## src/rtl/isp8_flow_pkg.sv

```systemverilog
// isp8_flow_pkg: shared encodings for the ISP8 flow controller.
// Holds jump-condition codes, the bus phase enum and a priority helper.
package isp8_flow_pkg;

    localparam logic [2:0] JC_ALWAYS = 3'd0;
    localparam logic [2:0] JC_Z      = 3'd1;
    localparam logic [2:0] JC_NZ     = 3'd2;
    localparam logic [2:0] JC_C      = 3'd3;
    localparam logic [2:0] JC_NC     = 3'd4;

    typedef enum logic [1:0] {
        PH_ADDR = 2'd0,
        PH_EXT  = 2'd1,
        PH_DATA = 2'd2
    } phase_e;

    // Index of the lowest set bit; bit 0 is the highest priority.
    function automatic logic [2:0] lsb_idx(input logic [7:0] v);
        lsb_idx = 3'd0;
        for (int i = 7; i >= 0; i--) begin
            if (v[i]) lsb_idx = 3'(i);
        end
    endfunction

endpackage

```

## src/rtl/isp8_intr_flow_cntl_if.sv

```systemverilog
// isp8_intr_flow_cntl_if: opcode, ALU, irq and fetch signals of the
// ISP8 flow controller; master drives opcodes, slave is the controller.
interface isp8_intr_flow_cntl_if #(
    parameter int PROM_AW = 12,
    parameter int NUM_IRQ = 4
);
    logic               setc, clrc, setz, clrz, seti, clri;
    logic               jmp_valid, jmp_call;
    logic [2:0]         jmp_cond;
    logic [PROM_AW-1:0] jmp_offset;
    logic               ret, iret;
    logic               ext_cycle, ready;
    logic               update_c, update_z, cout_alu;
    logic [7:0]         dout_alu;
    logic [NUM_IRQ-1:0] irq;
    logic               addr_cyc, ext_addr_cyc, data_cyc;
    logic [PROM_AW-1:0] prom_addr;
    logic               prom_enable;
    logic               carry_flag, zero_flag;
    logic [NUM_IRQ-1:0] intr_ack;
    logic               stack_ovf, stack_unf;

    modport master (
        output setc, clrc, setz, clrz, seti, clri,
        output jmp_valid, jmp_call, jmp_cond, jmp_offset,
        output ret, iret, ext_cycle, ready,
        output update_c, update_z, cout_alu, dout_alu, irq,
        input  addr_cyc, ext_addr_cyc, data_cyc,
        input  prom_addr, prom_enable, carry_flag, zero_flag,
        input  intr_ack, stack_ovf, stack_unf
    );

    modport slave (
        input  setc, clrc, setz, clrz, seti, clri,
        input  jmp_valid, jmp_call, jmp_cond, jmp_offset,
        input  ret, iret, ext_cycle, ready,
        input  update_c, update_z, cout_alu, dout_alu, irq,
        output addr_cyc, ext_addr_cyc, data_cyc,
        output prom_addr, prom_enable, carry_flag, zero_flag,
        output intr_ack, stack_ovf, stack_unf
    );

endinterface

```

## src/rtl/isp8_pgm_stack.sv

```systemverilog
// isp8_pgm_stack: return-address stack with sticky overflow/underflow.
// Push when full is dropped; pop when empty reads back zero.
module isp8_pgm_stack #(
    parameter int AW = 4,
    parameter int DW = 14
) (
    input  logic          clk,
    input  logic          rst,
    input  logic          push,
    input  logic          pop,
    input  logic [DW-1:0] wdata,
    output logic [DW-1:0] rdata,
    output logic          ovf,
    output logic          unf
);
    localparam int DEPTH = 2 ** AW;

    logic [DW-1:0] mem_q [DEPTH];
    logic [AW:0]   cnt_q, cnt_d;
    logic          ovf_q, ovf_d, unf_q, unf_d;
    logic          full, empty;
    logic [AW-1:0] top_idx;

    assign full    = cnt_q[AW];
    assign empty   = (cnt_q == '0);
    assign top_idx = AW'(cnt_q - 1'b1);
    assign rdata   = empty ? '0 : mem_q[top_idx];
    assign ovf     = ovf_q;
    assign unf     = unf_q;

    always_comb begin
        cnt_d = cnt_q;
        ovf_d = ovf_q;
        unf_d = unf_q;
        if (push) begin
            if (full) ovf_d = 1'b1;
            else      cnt_d = cnt_q + 1'b1;
        end else if (pop) begin
            if (empty) unf_d = 1'b1;
            else       cnt_d = cnt_q - 1'b1;
        end
    end

    always_ff @(posedge clk) begin
        if (rst) begin
            cnt_q <= '0;
            ovf_q <= 1'b0;
            unf_q <= 1'b0;
        end else begin
            cnt_q <= cnt_d;
            ovf_q <= ovf_d;
            unf_q <= unf_d;
        end
    end

    always_ff @(posedge clk) begin
        if (push && !full) mem_q[cnt_q[AW-1:0]] <= wdata;
    end

endmodule

```

## src/rtl/isp8_intr_flow_cntl.sv

```systemverilog
// isp8_intr_flow_cntl: ISP8 bus phasing, PC sequencing, flags and irqs.
// Define ISP8_NESTED_INTR_EN to let higher-priority irqs preempt an ISR.
module isp8_intr_flow_cntl
    import isp8_flow_pkg::*;
#(
    parameter int PROM_AW      = 12,
    parameter int PGM_STACK_AW = 4,
    parameter int NUM_IRQ      = 4,
    parameter int VEC_STRIDE   = 4
) (
    input logic                  clk,
    input logic                  rst,
    isp8_intr_flow_cntl_if.slave bus
);
    localparam int SW = PROM_AW + 2;

    phase_e             state_q, state_d;
    logic               addr_cyc_q, ext_cyc_q, data_cyc_q;
    logic [PROM_AW-1:0] pc_q, pc_d, joff_q, joff_d;
    logic [PROM_AW-1:0] nxt_addr, vec_addr;
    logic               c_q, c_d, z_q, z_d, ie_q, ie_d;
    logic               jt_q, jt_d, jcall_q, jcall_d;
    logic               pend_q, pend_d;
    logic [2:0]         pidx_q, pidx_d;
    logic [7:0]         dout_q;
    logic [NUM_IRQ-1:0] ack_q, ack_d, elig;
    logic [7:0]         req8;
    logic               cond_ok, any_ret, rt, take_irq, push;
    logic [SW-1:0]      stk_top, stk_wdata;

    always_comb begin
        state_d = state_q;
        unique case (state_q)
            PH_ADDR: state_d = bus.ext_cycle ? PH_EXT : PH_DATA;
            PH_EXT:  state_d = bus.ready ? PH_DATA : PH_EXT;
            PH_DATA: state_d = PH_ADDR;
            default: state_d = PH_ADDR;
        endcase
    end

    always_comb begin
        cond_ok = 1'b0;
        case (bus.jmp_cond)
            JC_ALWAYS: cond_ok = 1'b1;
            JC_Z:      cond_ok = z_q;
            JC_NZ:     cond_ok = ~z_q;
            JC_C:      cond_ok = c_q;
            JC_NC:     cond_ok = ~c_q;
            default:   cond_ok = 1'b0;
        endcase
    end

`ifdef ISP8_NESTED_INTR_EN
    logic [2:0] ack_lsb;
    assign ack_lsb = lsb_idx(8'(ack_q));
    always_comb begin
        elig = '0;
        for (int i = 0; i < NUM_IRQ; i++) begin
            elig[i] = (ack_q == '0) || (3'(i) < ack_lsb);
        end
    end
`else
    assign elig = {NUM_IRQ{ack_q == '0}};
`endif

    assign req8 = 8'(bus.irq & elig);

    // Jump decision and irq request are frozen at ADDR for use in DATA.
    always_comb begin
        jt_d    = jt_q;
        jcall_d = jcall_q;
        joff_d  = joff_q;
        pend_d  = pend_q;
        pidx_d  = pidx_q;
        if (addr_cyc_q) begin
            jt_d    = bus.jmp_valid & cond_ok;
            jcall_d = bus.jmp_call;
            joff_d  = bus.jmp_offset;
            pend_d  = ie_q & (|req8);
            pidx_d  = lsb_idx(req8);
        end
    end

    assign any_ret  = bus.ret | bus.iret;
    assign rt       = data_cyc_q & any_ret;
    assign take_irq = data_cyc_q & pend_q & ~jt_q & ~any_ret;
    assign push     = take_irq | (data_cyc_q & jt_q & jcall_q & ~any_ret);
    assign vec_addr = PROM_AW'(32'(pidx_q) * 32'(VEC_STRIDE));

    always_comb begin
        nxt_addr = pc_q + 1'b1;
        priority case (1'b1)
            take_irq: nxt_addr = vec_addr;
            rt:       nxt_addr = stk_top[PROM_AW-1:0];
            jt_q:     nxt_addr = pc_q + joff_q;
            default:  nxt_addr = pc_q + 1'b1;
        endcase
    end

    always_comb begin
        pc_d  = pc_q;
        c_d   = c_q;
        z_d   = z_q;
        ie_d  = ie_q;
        ack_d = ack_q;
        if (data_cyc_q) begin
            pc_d = nxt_addr;
            if (bus.clrc)          c_d = 1'b0;
            else if (bus.setc)     c_d = 1'b1;
            else if (bus.iret)     c_d = stk_top[SW-1];
            else if (bus.update_c) c_d = bus.cout_alu;
            if (bus.clrz)          z_d = 1'b0;
            else if (bus.setz)     z_d = 1'b1;
            else if (bus.iret)     z_d = stk_top[SW-2];
            else if (bus.update_z) z_d = (dout_q == 8'd0);
            if (bus.clri)          ie_d = 1'b0;
            else if (bus.seti)     ie_d = 1'b1;
            if (take_irq)          ack_d = ack_q | (NUM_IRQ'(1) << pidx_q);
            else if (bus.iret)     ack_d = ack_q & (ack_q - 1'b1);
        end
    end

    assign stk_wdata = {c_d, z_d, pc_q + 1'b1};

    isp8_pgm_stack #(
        .AW (PGM_STACK_AW),
        .DW (SW)
    ) u_stack (
        .clk   (clk),
        .rst   (rst),
        .push  (push),
        .pop   (rt),
        .wdata (stk_wdata),
        .rdata (stk_top),
        .ovf   (bus.stack_ovf),
        .unf   (bus.stack_unf)
    );

    always_ff @(posedge clk) begin
        if (rst) begin
            state_q    <= PH_ADDR;
            addr_cyc_q <= 1'b1;
            ext_cyc_q  <= 1'b0;
            data_cyc_q <= 1'b0;
        end else begin
            state_q    <= state_d;
            addr_cyc_q <= (state_d == PH_ADDR);
            ext_cyc_q  <= (state_d == PH_EXT);
            data_cyc_q <= (state_d == PH_DATA);
        end
    end

    always_ff @(posedge clk) begin
        if (rst) begin
            pc_q    <= '0;
            c_q     <= 1'b0;
            z_q     <= 1'b0;
            ie_q    <= 1'b0;
            ack_q   <= '0;
            jt_q    <= 1'b0;
            jcall_q <= 1'b0;
            joff_q  <= '0;
            pend_q  <= 1'b0;
            pidx_q  <= '0;
            dout_q  <= '0;
        end else begin
            pc_q    <= pc_d;
            c_q     <= c_d;
            z_q     <= z_d;
            ie_q    <= ie_d;
            ack_q   <= ack_d;
            jt_q    <= jt_d;
            jcall_q <= jcall_d;
            joff_q  <= joff_d;
            pend_q  <= pend_d;
            pidx_q  <= pidx_d;
            dout_q  <= bus.dout_alu;
        end
    end

    assign bus.addr_cyc     = addr_cyc_q;
    assign bus.ext_addr_cyc = ext_cyc_q;
    assign bus.data_cyc     = data_cyc_q;
    assign bus.prom_addr    = rst ? '0 : (data_cyc_q ? nxt_addr : pc_q);
    assign bus.prom_enable  = data_cyc_q | rst;
    assign bus.carry_flag   = c_q;
    assign bus.zero_flag    = z_q;
    assign bus.intr_ack     = ack_q;

endmodule

```

## src/flat_wrapper.sv

```systemverilog
// flat-port wrapper written by rule: the top's interface ports become plain ports
module isp8_intr_flow_cntl_flat import isp8_flow_pkg::*;
#(
    parameter int PROM_AW      = 12,
    parameter int PGM_STACK_AW = 4,
    parameter int NUM_IRQ      = 4,
    parameter int VEC_STRIDE   = 4
)
  (clk, rst, bus_setc, bus_clrc, bus_setz, bus_clrz, bus_seti, bus_clri, bus_jmp_valid, bus_jmp_call, bus_jmp_cond, bus_jmp_offset, bus_ret, bus_iret, bus_ext_cycle, bus_ready, bus_update_c, bus_update_z, bus_cout_alu, bus_dout_alu, bus_irq, bus_addr_cyc, bus_ext_addr_cyc, bus_data_cyc, bus_prom_addr, bus_prom_enable, bus_carry_flag, bus_zero_flag, bus_intr_ack, bus_stack_ovf, bus_stack_unf);
  isp8_intr_flow_cntl_if #(.PROM_AW(PROM_AW), .NUM_IRQ(NUM_IRQ)) bus_i ();
  input logic clk;
  input logic rst;
  input wire logic [$bits(bus_i.setc)-1:0] bus_setc;
  input wire logic [$bits(bus_i.clrc)-1:0] bus_clrc;
  input wire logic [$bits(bus_i.setz)-1:0] bus_setz;
  input wire logic [$bits(bus_i.clrz)-1:0] bus_clrz;
  input wire logic [$bits(bus_i.seti)-1:0] bus_seti;
  input wire logic [$bits(bus_i.clri)-1:0] bus_clri;
  input wire logic [$bits(bus_i.jmp_valid)-1:0] bus_jmp_valid;
  input wire logic [$bits(bus_i.jmp_call)-1:0] bus_jmp_call;
  input wire logic [$bits(bus_i.jmp_cond)-1:0] bus_jmp_cond;
  input wire logic [$bits(bus_i.jmp_offset)-1:0] bus_jmp_offset;
  input wire logic [$bits(bus_i.ret)-1:0] bus_ret;
  input wire logic [$bits(bus_i.iret)-1:0] bus_iret;
  input wire logic [$bits(bus_i.ext_cycle)-1:0] bus_ext_cycle;
  input wire logic [$bits(bus_i.ready)-1:0] bus_ready;
  input wire logic [$bits(bus_i.update_c)-1:0] bus_update_c;
  input wire logic [$bits(bus_i.update_z)-1:0] bus_update_z;
  input wire logic [$bits(bus_i.cout_alu)-1:0] bus_cout_alu;
  input wire logic [$bits(bus_i.dout_alu)-1:0] bus_dout_alu;
  input wire logic [$bits(bus_i.irq)-1:0] bus_irq;
  output wire logic [$bits(bus_i.addr_cyc)-1:0] bus_addr_cyc;
  output wire logic [$bits(bus_i.ext_addr_cyc)-1:0] bus_ext_addr_cyc;
  output wire logic [$bits(bus_i.data_cyc)-1:0] bus_data_cyc;
  output wire logic [$bits(bus_i.prom_addr)-1:0] bus_prom_addr;
  output wire logic [$bits(bus_i.prom_enable)-1:0] bus_prom_enable;
  output wire logic [$bits(bus_i.carry_flag)-1:0] bus_carry_flag;
  output wire logic [$bits(bus_i.zero_flag)-1:0] bus_zero_flag;
  output wire logic [$bits(bus_i.intr_ack)-1:0] bus_intr_ack;
  output wire logic [$bits(bus_i.stack_ovf)-1:0] bus_stack_ovf;
  output wire logic [$bits(bus_i.stack_unf)-1:0] bus_stack_unf;
  assign bus_i.setc = bus_setc;
  assign bus_i.clrc = bus_clrc;
  assign bus_i.setz = bus_setz;
  assign bus_i.clrz = bus_clrz;
  assign bus_i.seti = bus_seti;
  assign bus_i.clri = bus_clri;
  assign bus_i.jmp_valid = bus_jmp_valid;
  assign bus_i.jmp_call = bus_jmp_call;
  assign bus_i.jmp_cond = bus_jmp_cond;
  assign bus_i.jmp_offset = bus_jmp_offset;
  assign bus_i.ret = bus_ret;
  assign bus_i.iret = bus_iret;
  assign bus_i.ext_cycle = bus_ext_cycle;
  assign bus_i.ready = bus_ready;
  assign bus_i.update_c = bus_update_c;
  assign bus_i.update_z = bus_update_z;
  assign bus_i.cout_alu = bus_cout_alu;
  assign bus_i.dout_alu = bus_dout_alu;
  assign bus_i.irq = bus_irq;
  assign bus_addr_cyc = bus_i.addr_cyc;
  assign bus_ext_addr_cyc = bus_i.ext_addr_cyc;
  assign bus_data_cyc = bus_i.data_cyc;
  assign bus_prom_addr = bus_i.prom_addr;
  assign bus_prom_enable = bus_i.prom_enable;
  assign bus_carry_flag = bus_i.carry_flag;
  assign bus_zero_flag = bus_i.zero_flag;
  assign bus_intr_ack = bus_i.intr_ack;
  assign bus_stack_ovf = bus_i.stack_ovf;
  assign bus_stack_unf = bus_i.stack_unf;
  isp8_intr_flow_cntl #(.PROM_AW(PROM_AW), .PGM_STACK_AW(PGM_STACK_AW), .NUM_IRQ(NUM_IRQ), .VEC_STRIDE(VEC_STRIDE)) u_core (.clk(clk), .rst(rst), .bus(bus_i));
endmodule
```

## config.mk

```make
export PLATFORM = sky130hd
export DESIGN_NAME = isp8_intr_flow_cntl_flat
export DESIGN_NICKNAME = d
export VERILOG_FILES = /design/src/rtl/isp8_flow_pkg.sv /design/src/rtl/isp8_intr_flow_cntl_if.sv /design/src/rtl/isp8_pgm_stack.sv /design/src/rtl/isp8_intr_flow_cntl.sv /design/src/flat_wrapper.sv
export SDC_FILE = /design/constraint.sdc
export NUM_CORES = 1
export LEC_CHECK = 0
export CAP_MARGIN = 30
export CORE_ASPECT_RATIO = 0.75
export CORE_MARGIN = 4
export CORE_UTILIZATION = 25
export DETAILED_ROUTE_END_ITERATION = 16
export HOLD_SLACK_MARGIN = 0.12
export PLACE_DENSITY = 0.48
export SLEW_MARGIN = 5
export SYNTH_ARGS = -nofsm -noshare
export SYNTH_HDL_FRONTEND = slang
export SYNTH_HIERARCHICAL = 1
export SYNTH_SLANG_ARGS = --single-unit
export TNS_END_PERCENT = 30
```

## constraint.sdc

```tcl
create_clock -name clk -period 3.5 [get_ports clk]
set_clock_uncertainty 0.15 [all_clocks]
set_input_delay 0.7 -clock clk [delete_from_list [all_inputs] [get_ports clk]]
set_output_delay 0.7 -clock clk [all_outputs]
set_load 0.02 [all_outputs]
```

==> summary.txt <==
CTS
  • Worst-path clk slew: 70 ps
  • CTS tree: built
  • Bufs on Longest Clock Path: 3
  • Num CTS Buffers: 28
  • H-tree lvl count: 1
  • CTS root buffer: clkbuf_16
  • Clk Latency, worst-skew pair: 550 ps
  • Sinks on Clock Net: 280

Worst setup path
  • Max incr delay on CP: 360 ps
  • R2R cell count: 15
  • Kind of critical path: reg2out
  • Cell breakdown of the critical path: inv_4, ha_4, buf_6, mux2_2, o22ai_1, o32ai_4, buf_4, o221ai_2, a311oi_2, buf_4
  • CP Data Required Time: 2650 ps
  • Crit Path Max Fanout: 12
  • RR Endpoint: u_core/bus.zero_flag
  • Crit-path slowest cell: dfxtp_2
  • R2r startpoint: u_core/u_stack/cnt_q[1]
  • CP bufs+invs: 4
  • CP Capture Type: output pin
  • Critical Path Most Common Cell: buf_4
  • R2R Setup Slk: 350 ps
  • Worst EP arrival: 2890 ps
  • Worst Setup Start Kind: flip-flop
  • Crit-path leading delay family: compound AO/OA/AOI/OAI gates

Timing
  • Slew HR: 0.641
  • Final WS setup: -244 ps
  • Hold Fails Final Rpt: 0
  • Slew Limit Fails: 0
  • Tcrit/Tclk final: 1.07
  • Worst-Margin Slew: 533 ps
  • Period minus WS final: 3740 ps
  • Fmax: 267 MHz
  • RSZ-0062 raised after global routing: true
  • Final count of negative-setup-slack endpoints: 12

Final layout
  • Ant. Diodes: 0
  • Multi-input gate area: 4520 µm²
  • Layout cells sized above 1: 0.305
  • Final Cell Area: 16,300 µm²
  • Final-layout fill cell count: 4,664
  • Synthesis-to-layout area growth: 34.0%
  • Nets: 1,151
  • Reg area: 7850 µm²

Flow run
  • Max cap viols: 0

Pwr
  • Clk pwr share: 0.424
  • Logic gate share of total power: 0.064
  • Switching power: 1510 µW
  • Peak supply drop: 0.000317 V
  • Sw Share: 0.212
  • Pwr dens: 436 nW/µm²
  • Seq pwr share: 0.512
  • Leak: 0.00558 µW
  • Power Internal: 5600 µW

Worst hold path
  • Hold path depth: 1
  • Worst hold path endpoint: u_core/bus.addr_cyc
  • Hold Crit Class: reg2reg
  • HP Start: u_core/state_q[1]

Synth
  • Avg Inst Size Synth: 13.6 µm²
  • Yosys reg bits: 280
  • Unique masters post-synth: 70
  • Sequential cell area fraction in the yosys report: 0.645
  • Mapped Cells: 894
  • Post-Syn Area: 12,200 µm²
  • Synth Warn #: 6
  • Number of synthesized flops with an enable pin: 224
  • Top_reg_cell synth: edfxtp_1
  • Syn Nets: 956
  • Post-synthesis async set-or-reset flop share: 0

Global route
  • Global-route wire length before repair: 48,400 µm
  • Initial antenna violation count: 0
  • Largest net degree at the start of global routing: 43
  • Gr ovfl total: 0
  • Vias in the first global route: 8,024
  • Total GRT Usage: 0.118

Placed design
  • Pre-CTS WS: -474 ps
  • Post-Place Cell Area: 14,700 µm²
  • GP Congestion: 0.799
  • HPWL after detailed placement: 22,000 µm
  • Port Buffers: 67

Floorplan
  • Ports: 68
  • Core ar.: 47,700 µm²
  • Die ar.: 52,300 µm²
  • Die width: 263 µm
  • Die Height: 199 µm
  • Cell Rows: 69
  • Starting Density: 0.255

Detailed routing
  • First DRT Iteration DRCs: 548
  • Pre-antenna DRT Iters: 5
  • Vias post-DR: 7,985
  • WL/cell: 18.1 µm
  • ANT nets after route: 0
  • Drt drc: 0
  • Routed WL: 31,700 µm
  • Vias/cell: 4.56

Outcome
  • Failing checks: negative setup slack
  • Outcome: complete, but fails checks
-- cell usage after synthesis, drive strengths merged (3+ instances only) --
cell      n  share of area
nor3b     3         0.0023
or3       4         0.0025
nor2     56          0.017
nor3      9         0.0037
nor4      4         0.0021
or2       3         0.0015
xor2      7         0.0050
ha       17          0.017
mux2     60          0.055
nand3    69          0.029
a221oi    3         0.0022
a21o      7         0.0043
a21oi    27          0.011
inv      16         0.0049
nand2b   12         0.0062
edfxtp  224           0.55
clkbuf    8         0.0029
dfxtp    56          0.092
o22ai    33          0.017
nand2    33          0.010
mux2i    74          0.061
buf      40          0.019
a31oi     6         0.0043
xnor2     9         0.0065
nor2b    21          0.011
o32ai    14          0.010
a211oi    7         0.0043
nand4    22          0.012
o21ai    17         0.0073
o31ai     3         0.0018
and3      3         0.0015
-- area by class of cell --
| cell class | instances | share of cell area |
|---|---|---|
| inverters | 16 | 0.00399 |
| clock buffers | 38 | 0.0478 |
| multi-input cells | 550 | 0.277 |
| repair buffers | 213 | 0.133 |
| flip-flops and latches | 280 | 0.481 |
| well taps | 639 | 0.0490 |
| clock inverters | 14 | 0.00836 |
-- worst max-delay path by stage --
stage	endpoint	cells after the start	start	slack [ps]
floorplan	bus_prom_addr[11]	17	u_core/u_stack/cnt_q[0]	20
global placement	bus_prom_addr[6]	8	bus_iret	-480
detailed placement	bus_prom_addr[10]	8	bus_iret	-470
CTS	bus_prom_addr[11]	14	u_core/u_stack/cnt_q[1]	-320
global route	bus_prom_addr[2]	12	u_core/u_stack/cnt_q[1]	-380
finish	bus_prom_addr[2]	10	u_core/u_stack/cnt_q[1]	-240
-- cell usage in the layout, fill, tap and decap left out, drive strengths merged, types with 3 or more instances in the layout --
cell type and count:
nor4 4, ha 17, clkbuf 40, nor3b 3, o32ai 14, mux2i 74
xor2 7, mux2 60, o21ai 17, a221oi 3, nand2b 12, or2 3
xnor2 9, nor2b 21, a211oi 7, nand3 69, o31ai 3, nor2 56
buf 157, or3 4, a31oi 6, and3 3, edfxtp 224, a21oi 27
bufinv 3, nand2 33, dfxtp 56, nand4 22, inv 16, o22ai 33
a21o 7, clkinv 11, nor3 9, clkdlybuf4s50 54
-- logic make-up after synthesis --
family | share of synthesized area
and+or+nand+nor | 0.105
xor gates and xnor gates | 0.0115
buffers and inverters | 0.0271
AOI/OAI and AO/OA | 0.0763
adders and majority gates | 0.0191
DFF | 0.645
muxes | 0.116
-- layer usage --
layer / global-route usage / part of all wire / vias up
li1: - / - / 3839
met1: 0.184 / 0.53 / 3971
met2: 0.170 / 0.41 / 142
met3: 0.0228 / 0.043 / 33
met4: 0.0197 / 0.014 / 0
met5: 0 / 0 / -
-- sequential cells by signal (all words and copies together), names as in the netlist --
signal,flops
u_core/jcall_q,1
u_core/joff_q,12
u_core/u_stack/mem_q,224
u_core/ie_q,1
u_core/state_q,2
u_core/bus.ext_addr_cyc,1
u_core/pidx_q,2
u_core/dout_q,8
u_core/bus.zero_flag,1
u_core/u_stack/ovf,1
u_core/jt_q,1
u_core/bus.intr_ack,4
u_core/bus.data_cyc,1
u_core/pend_q,1
u_core/u_stack/cnt_q,5
u_core/u_stack/unf,1
u_core/bus.carry_flag,1
u_core/pc_q,12
u_core/bus.addr_cyc,1
-- repair_timing --
item / in CTS / in global routing
endpoints found under the setup margin: 12 / 12
hold buffers: 0 / 0
endpoints found under the hold margin: 0 / 0
gates cloned: 1 / 2
buffers inserted: 9 / 6
gates resized for setup: 123 / 43
pin swaps: 23 / 23
-- power groups by stage --
stage          registers (µW)  clock network (µW)  logic [µW]
3_5_place_dp             3710                   0         428
4_1_cts                  3640                3110         447
5_1_grt                  3640                3250         494
3_3_place_gp             3720                   0         425
2_1_floorplan            3720                   0         212
6_report                 3640                3010         452
-- per-stage QoR --
step                       util  std cells  setup TNS (ps)  total power (µW)  hold WS (ps)
after floorplan               -        894               0              3930           301
after global placement    0.308       1683           -4780              4140           310
after detailed placement  0.308       1683           -4930              4140           316
after CTS                 0.337       1743           -3070              7200           329
after global routing      0.342       1750           -3970              7390           336
final                     0.342       1750           -2270              7110           328
No activity file was read; power rests on OpenSTA's default activity.
